===== src/rtl/lcd_nibble_sequencer_pkg.sv =====
// Shared types and HD44780 constants for the 4-bit LCD write engine.
package lcd_nibble_sequencer_pkg;

  typedef enum logic [2:0] {
    ST_PWR_WAIT = 3'd0,
    ST_SETUP    = 3'd1,
    ST_EN_HI    = 3'd2,
    ST_DELAY    = 3'd3,
    ST_IDLE     = 3'd4
  } state_e;

  localparam logic [7:0] CMD_CLEAR     = 8'h01;
  localparam logic [7:0] CMD_HOME      = 8'h02;
  localparam logic [7:0] CMD_FUNC_4B2L = 8'h28;
  localparam logic [7:0] CMD_DISP_ON   = 8'h0C;
  localparam logic [7:0] CMD_ENTRY     = 8'h06;
  localparam logic [7:0] CMD_DDRAM     = 8'h80;

  localparam logic [3:0] INIT_NIB_8BIT  = 4'h3;
  localparam logic [3:0] INIT_NIB_4BIT  = 4'h2;
  localparam logic [1:0] INIT_LAST_STEP = 2'd3;

  // Clear (0x01) and home (0x02/0x03) share the upper six bits and need the long wait.
  function automatic logic is_slow_cmd(input logic rs, input logic [7:0] data);
    return (rs == 1'b0) && (data[7:2] == CMD_HOME[7:2]);
  endfunction

endpackage


===== src/rtl/lcd_delay_timer.sv =====
// Down-counter: load N-1 on state entry, done while the count reads zero.
module lcd_delay_timer #(
  parameter int CNT_W = 20
) (
  input  logic             clk,
  input  logic             load,
  input  logic [CNT_W-1:0] load_val,
  output logic             done
);

  logic [CNT_W-1:0] count_q;
  logic [CNT_W-1:0] count_d;

  always_comb begin
    count_d = count_q;
    if (load) begin
      count_d = load_val;
    end else if (count_q != '0) begin
      count_d = count_q - 1'b1;
    end
  end

  always_ff @(posedge clk) begin
    count_q <= count_d;
  end

  assign done = (count_q == '0);

endmodule


===== src/rtl/lcd_nibble_sequencer.sv =====
// HD44780 4-bit write engine: power-on init, then byte writes split into timed nibbles.
module lcd_nibble_sequencer
  import lcd_nibble_sequencer_pkg::*;
#(
  parameter int SETUP_CYC      = 2,
  parameter int EN_HIGH_CYC    = 8,
  parameter int NIBBLE_GAP_CYC = 32,
  parameter int CMD_WAIT_CYC   = 1400,
  parameter int CLR_WAIT_CYC   = 55000,
  parameter int INIT_WAIT_CYC  = 500000,
  parameter int CNT_W          = 20
) (
  input  logic       clk,
  input  logic       reset,
  input  logic       wr_req,
  input  logic       wr_rs,
  input  logic [7:0] wr_data,
  output logic       wr_ack,
  output logic       busy,
  output logic       init_done,
  output logic       lcd_enb,
  output logic       lcd_rs,
  output logic       lcd_rw,
  output logic [3:0] lcd_data,
  output state_e     dbg_state
);

  localparam logic [CNT_W-1:0] SETUP_VAL = CNT_W'(SETUP_CYC - 1);
  localparam logic [CNT_W-1:0] EN_VAL    = CNT_W'(EN_HIGH_CYC - 1);
  localparam logic [CNT_W-1:0] GAP_VAL   = CNT_W'(NIBBLE_GAP_CYC - 1);
  localparam logic [CNT_W-1:0] CMD_VAL   = CNT_W'(CMD_WAIT_CYC - 1);
  localparam logic [CNT_W-1:0] CLR_VAL   = CNT_W'(CLR_WAIT_CYC - 1);
  localparam logic [CNT_W-1:0] INIT_VAL  = CNT_W'(INIT_WAIT_CYC - 1);

  state_e     state_q, state_d;
  logic [1:0] step_q, step_d;
  logic       nib_sel_q, nib_sel_d;
  logic       rs_q, rs_d;
  logic [7:0] byte_q, byte_d;
  logic       init_done_q, init_done_d;
  logic       ack_q, ack_d;

  logic             tmr_load;
  logic [CNT_W-1:0] tmr_val;
  logic             tmr_load_mux;
  logic [CNT_W-1:0] tmr_val_mux;
  logic             tmr_done;

  logic [3:0]       cur_nib;
  logic [CNT_W-1:0] post_val;
  logic             in_xfer;

  // Reset reloads the power-on wait so PWR_WAIT lasts its full length after any reset.
  assign tmr_load_mux = reset | tmr_load;
  assign tmr_val_mux  = reset ? INIT_VAL : tmr_val;

  lcd_delay_timer #(.CNT_W(CNT_W)) u_timer (
    .clk      (clk),
    .load     (tmr_load_mux),
    .load_val (tmr_val_mux),
    .done     (tmr_done)
  );

  always_comb begin
    cur_nib  = INIT_NIB_8BIT;
    post_val = CMD_VAL;
    if (!init_done_q) begin
      cur_nib  = (step_q == INIT_LAST_STEP) ? INIT_NIB_4BIT : INIT_NIB_8BIT;
      post_val = step_q[1] ? CMD_VAL : CLR_VAL;
    end else if (!nib_sel_q) begin
      cur_nib  = byte_q[7:4];
      post_val = GAP_VAL;
    end else begin
      cur_nib  = byte_q[3:0];
      post_val = is_slow_cmd(rs_q, byte_q) ? CLR_VAL : CMD_VAL;
    end
  end

  // wr_req/wr_ack: requester holds wr_req with wr_rs/wr_data stable; the byte is
  // taken on the edge where wr_req=1 in IDLE, and wr_ack pulses the following cycle.
  always_comb begin
    state_d     = state_q;
    step_d      = step_q;
    nib_sel_d   = nib_sel_q;
    rs_d        = rs_q;
    byte_d      = byte_q;
    init_done_d = init_done_q;
    ack_d       = 1'b0;
    tmr_load    = 1'b0;
    tmr_val     = '0;
    case (state_q)
      ST_PWR_WAIT: begin
        if (tmr_done) begin
          state_d  = ST_SETUP;
          tmr_load = 1'b1;
          tmr_val  = SETUP_VAL;
        end
      end
      ST_SETUP: begin
        if (tmr_done) begin
          state_d  = ST_EN_HI;
          tmr_load = 1'b1;
          tmr_val  = EN_VAL;
        end
      end
      ST_EN_HI: begin
        if (tmr_done) begin
          state_d  = ST_DELAY;
          tmr_load = 1'b1;
          tmr_val  = post_val;
        end
      end
      ST_DELAY: begin
        if (tmr_done) begin
          if (!init_done_q) begin
            if (step_q == INIT_LAST_STEP) begin
              state_d     = ST_IDLE;
              init_done_d = 1'b1;
            end else begin
              step_d   = step_q + 2'd1;
              state_d  = ST_SETUP;
              tmr_load = 1'b1;
              tmr_val  = SETUP_VAL;
            end
          end else if (!nib_sel_q) begin
            nib_sel_d = 1'b1;
            state_d   = ST_SETUP;
            tmr_load  = 1'b1;
            tmr_val   = SETUP_VAL;
          end else begin
            state_d = ST_IDLE;
          end
        end
      end
      ST_IDLE: begin
        if (init_done_q && wr_req) begin
          state_d   = ST_SETUP;
          rs_d      = wr_rs;
          byte_d    = wr_data;
          nib_sel_d = 1'b0;
          ack_d     = 1'b1;
          tmr_load  = 1'b1;
          tmr_val   = SETUP_VAL;
        end
      end
      default: begin
        state_d = ST_PWR_WAIT;
      end
    endcase
  end

  always_ff @(posedge clk) begin
    if (reset) begin
      state_q     <= ST_PWR_WAIT;
      step_q      <= 2'd0;
      nib_sel_q   <= 1'b0;
      rs_q        <= 1'b0;
      byte_q      <= 8'h00;
      init_done_q <= 1'b0;
      ack_q       <= 1'b0;
    end else begin
      state_q     <= state_d;
      step_q      <= step_d;
      nib_sel_q   <= nib_sel_d;
      rs_q        <= rs_d;
      byte_q      <= byte_d;
      init_done_q <= init_done_d;
      ack_q       <= ack_d;
    end
  end

  assign in_xfer   = (state_q == ST_SETUP) || (state_q == ST_EN_HI) || (state_q == ST_DELAY);
  assign lcd_enb   = (state_q == ST_EN_HI);
  assign lcd_rs    = in_xfer & init_done_q & rs_q;
  assign lcd_data  = in_xfer ? cur_nib : 4'h0;
  assign lcd_rw    = 1'b0;
  assign busy      = (state_q != ST_IDLE);
  assign wr_ack    = ack_q;
  assign init_done = init_done_q;
  assign dbg_state = state_q;

endmodule


===== config.mk =====
export PLATFORM = sky130hd
export DESIGN_NAME = lcd_nibble_sequencer
export DESIGN_NICKNAME = d
export VERILOG_FILES = /design/src/rtl/lcd_nibble_sequencer_pkg.sv /design/src/rtl/lcd_delay_timer.sv /design/src/rtl/lcd_nibble_sequencer.sv
export SDC_FILE = /design/constraint.sdc
export NUM_CORES = 1
export LEC_CHECK = 0
export BUFFER_PORTS_ARGS = -buffer_cell sky130_fd_sc_hd__buf_2
export CAP_MARGIN = 20
export CORE_MARGIN = 2
export CORE_UTILIZATION = 52
export CTS_CLUSTER_SIZE = 40
export DETAILED_ROUTE_END_ITERATION = 7
export PLACE_DENSITY_LB_ADDON = 0.25
export SETUP_SLACK_MARGIN = 0.3
export SKIP_LAST_GASP = 1
export SYNTH_ARGS = -nofsm -noshare
export SYNTH_HDL_FRONTEND = slang
export SYNTH_SLANG_ARGS = --single-unit

===== constraint.sdc =====
create_clock -name clk -period 2.95 [get_ports clk]
set_clock_uncertainty 0.2 [all_clocks]
set_input_delay 0.59 -clock clk [delete_from_list [all_inputs] [get_ports clk]]
set_output_delay 0.59 -clock clk [all_outputs]
set_load 0.02 [all_outputs]

==> impl_metrics.json <==
{
  "synthCells": 220,
  "finalSetupViolations": 0,
  "grt_use_total_pct": 21.9,
  "boundaryPins": 25,
  "ant_nets": 0,
  "run_status": "finished clean",
  "synth_most_common_cell": "nand2_1",
  "hold_violations": 0,
  "io_buffers": 23,
  "die_area_mm2": 0.00450,
  "start_util_pct": 55.2,
  "cpMaxStageDelayCell": "edfxtp_1",
  "leakagePower_uw": 0.000909,
  "yosysUniqueCellTypes": 44,
  "final_nets": 274,
  "drc": 0,
  "cpPeakStageDelay_ns": 0.44,
  "yosys_most_used_dff": "edfxtp_1",
  "holdWs_ns": 0.257,
  "place_ws_ns": 0.285,
  "fin_setup_tns_ns": 0,
  "synth_nets": 234,
  "post_drt_wl_per_cell_um": 14.8,
  "die_h_um": 67.0,
  "yosys_warnings": 0,
  "max-cap-violations": 0,
  "diodes": 0,
  "cts_made_buffers": 5,
  "htreeDepth": 2,
  "worstMarginPinSlew_ns": 0.583,
  "grt_pass1_vias": 1524,
  "synth-edff-count": 20,
  "ff2ff_setup_slack_ns": 0.34,
  "seqPwrFrac_pct": 59.4,
  "rsz0062_at_grt": "yes",
  "core_mm2": 0.00374,
  "worstPathMaxFanout": 8,
  "critPathLaunchType": "register",
  "p_per_area_mw_per_mm2": 374,
  "swShare_pct": 21.7,
  "wl_um": 4560,
  "drive_above_1_share_pct": 25.3,
  "grt_first_pass_wirelength_um": 7350,
  "cts_buffer_depth": 2,
  "seq_area_frac_synth_pct": 45.5,
  "gp_congestion": 0.807,
  "reg2regPathDepth": 9,
  "post-route-period-util_pct": 88.4,
  "cts_tree": "built",
  "period_minus_slack_ns": 2.61,
  "cp-endpoint": "u_timer.count_q[4]",
  "ys_top_cells_by_count": "30 x nand2_1, 24 x nor2_1, 20 x edfxtp_1, 17 x dfxtp_1, 16 x a21oi_1",
  "p_int_uw": 720,
  "grt_max_degree": 31,
  "pwr-share-clk_pct": 37.1,
  "drtPass1Iterations": 4,
  "fmax_ghz": 0.383,
  "rr_startpoint": "u_timer.count_q[0]",
  "r2r-end": "u_timer.count_q[4]",
  "ctsHoldBuffers": 0,
  "finalWorstSetupSlack_ns": 0.341,
  "async_flop_share_pct": 0,
  "seqCellArea_um2": 941,
  "root_buffer": "clkbuf_8",
  "path_cells": "inv_1 -> ha_2 -> nor3b_4 -> nand4_4 -> o41ai_4 -> buf_6 -> buf_4 -> a21boi_1 -> o21bai_1",
  "syn_avg_cell_area_um2": 9.40,
  "p_total_uw": 920,
  "yosysTopAreaCell": "edfxtp_1",
  "switchingPower_uw": 200,
  "pwr-share-comb_pct": 3.5,
  "worstPathRequired_ns": 2.79,
  "route.vias.total": 1713,
  "crit_start": "u_timer.count_q[0]",
  "grt-ovfl-total": 0,
  "dpl.hpwl_um": 2890,
  "die_w_um": 67.0,
  "clk_pin_slew_worst_paths_ns": 0.07,
  "synthesis.area_mm2": 0.00207,
  "area_growth_pct": 18.8,
  "cts.sinks": 37,
  "hp-class": "reg -> reg",
  "synth-seq-cells": 37,
  "synth_area_leaders": "edfxtp_1 29%, dfxtp_1 16%, nand2_1 5.4%",
  "max_slew_margin_pct": 60.7,
  "slew_viol_final": 0,
  "drt_iter0_drc": 152,
  "fillers": 326,
  "antenna_found_initial": 0,
  "ir_worst_vdd_uv": 335,
  "multi_input_area_mm2": 0.00109,
  "rows": 22,
  "arrival_ns": 2.45,
  "critPathKind": "reg -> reg",
  "synth_top_area_share_pct": 29.1,
  "clock_latency_ns": 0.29,
  "vias_per_cell": 5.54,
  "crit_path_end_kind": "register"
}
cell type report:
| class | instances | share of cell area, % |
|---|---|---|
| Clock buffer | 5 | 2.80 |
| Clock inverter | 3 | 0.662 |
| Inverter | 6 | 0.917 |
| Multi-Input combinational cell | 168 | 44.3 |
| Sequential cell | 37 | 38.3 |
| Tap cell | 48 | 2.45 |
| Timing Repair Buffer | 42 | 10.5 |
routing by layer:
layer | track usage (%) | vias to the layer above | wire length, µm
li1 | - | 872 | -
met1 | 30.3 | 785 | 2080
met2 | 33.5 | 49 | 2170
met3 | 5.24 | 7 | 231
met4 | 6.89 | 0 | 79
met5 | 0 | - | 0
kinds of logic (layout without fill, tap and decap cells):
| logic type | Yosys count | in the layout | synth area share, % |
|---|---|---|---|
| other | 1 | 1 | 0.181 |
| AOI/OAI and AO/OA | 44 | 44 | 13.9 |
| and+or+nand+nor | 94 | 97 | 24.5 |
| buffers and inverters | 18 | 56 | 4.24 |
| adders and majority gates | 2 | 2 | 1.21 |
| DFF | 37 | 37 | 45.5 |
| xor gates and xnor gates | 18 | 18 | 7.63 |
| muxes | 6 | 6 | 2.91 |
worst min-delay path by stage:
stage / startpoint / endpoint / slack [ns] / cells after the start
floorplan: byte_q[0] / byte_q[0] / 0.24 / 2
global placement: byte_q[1] / byte_q[1] / 0.25 / 2
detailed placement: byte_q[1] / byte_q[1] / 0.25 / 2
CTS: byte_q[1] / byte_q[1] / 0.26 / 2
global route: byte_q[0] / byte_q[0] / 0.29 / 2
finish: byte_q[1] / byte_q[1] / 0.26 / 2
worst max-delay path: cells and delay by family (launching register included):
| family | cells | cell delay (ns) |
|---|---|---|
| and+or+nand+nor | 2 | 0.46 |
| adders and majority gates | 1 | 0.18 |
| AOI/OAI and AO/OA | 3 | 0.69 |
| buffers and inverters | 3 | 0.39 |
| DFF | 1 | 0.44 |
flip-flops by register name, indices dropped and copies added, names as in the netlist:
register / flops
u_timer.count_q: 20
byte_q: 8
dbg_state: 3
step_q: 2
init_done: 1
nib_sel_q: 1
rs_q: 1
wr_ack: 1
cells in the final DEF (no fill, tap or decap), drive strengths merged, types with 6 or more instances in the layout:
| master | n |
|---|---|
| xor2 | 6 |
| nand2 | 33 |
| buf | 42 |
| inv | 7 |
| a21oi | 16 |
| dfxtp | 17 |
| mux2i | 6 |
| o21ai | 13 |
| nor2 | 25 |
| nor3 | 7 |
| edfxtp | 20 |
| xnor2 | 12 |
| nor4 | 8 |
per-stage QoR:
stage | area [µm²] | cells | utilization [%]
2_1_floorplan | 2070 | 220 | -
3_3_place_gp | 2220 | 284 | 59.4
3_5_place_dp | 2220 | 284 | 59.4
4_1_cts | 2320 | 294 | 62.0
5_1_grt | 2460 | 309 | 65.6
6_report | 2460 | 309 | 65.6
power groups by stage:
stage	registers, µW	logic (µW)	clock network, µW
final	546	32.4	341
after global routing	546	36.1	376
after CTS	546	25.8	349
after detailed placement	557	24.9	0
after global placement	557	24.7	0
after floorplan	556	16.2	0
repair_timing:
item	4_1_cts	5_1_grt
gates resized for setup	1	7
pin swaps	0	5
setup endpoints to repair	20	33
cloned	2	2
setup buffers	0	13
hold endpoints to repair	0	0
Note: power is estimated with default switching activity, not from simulation.
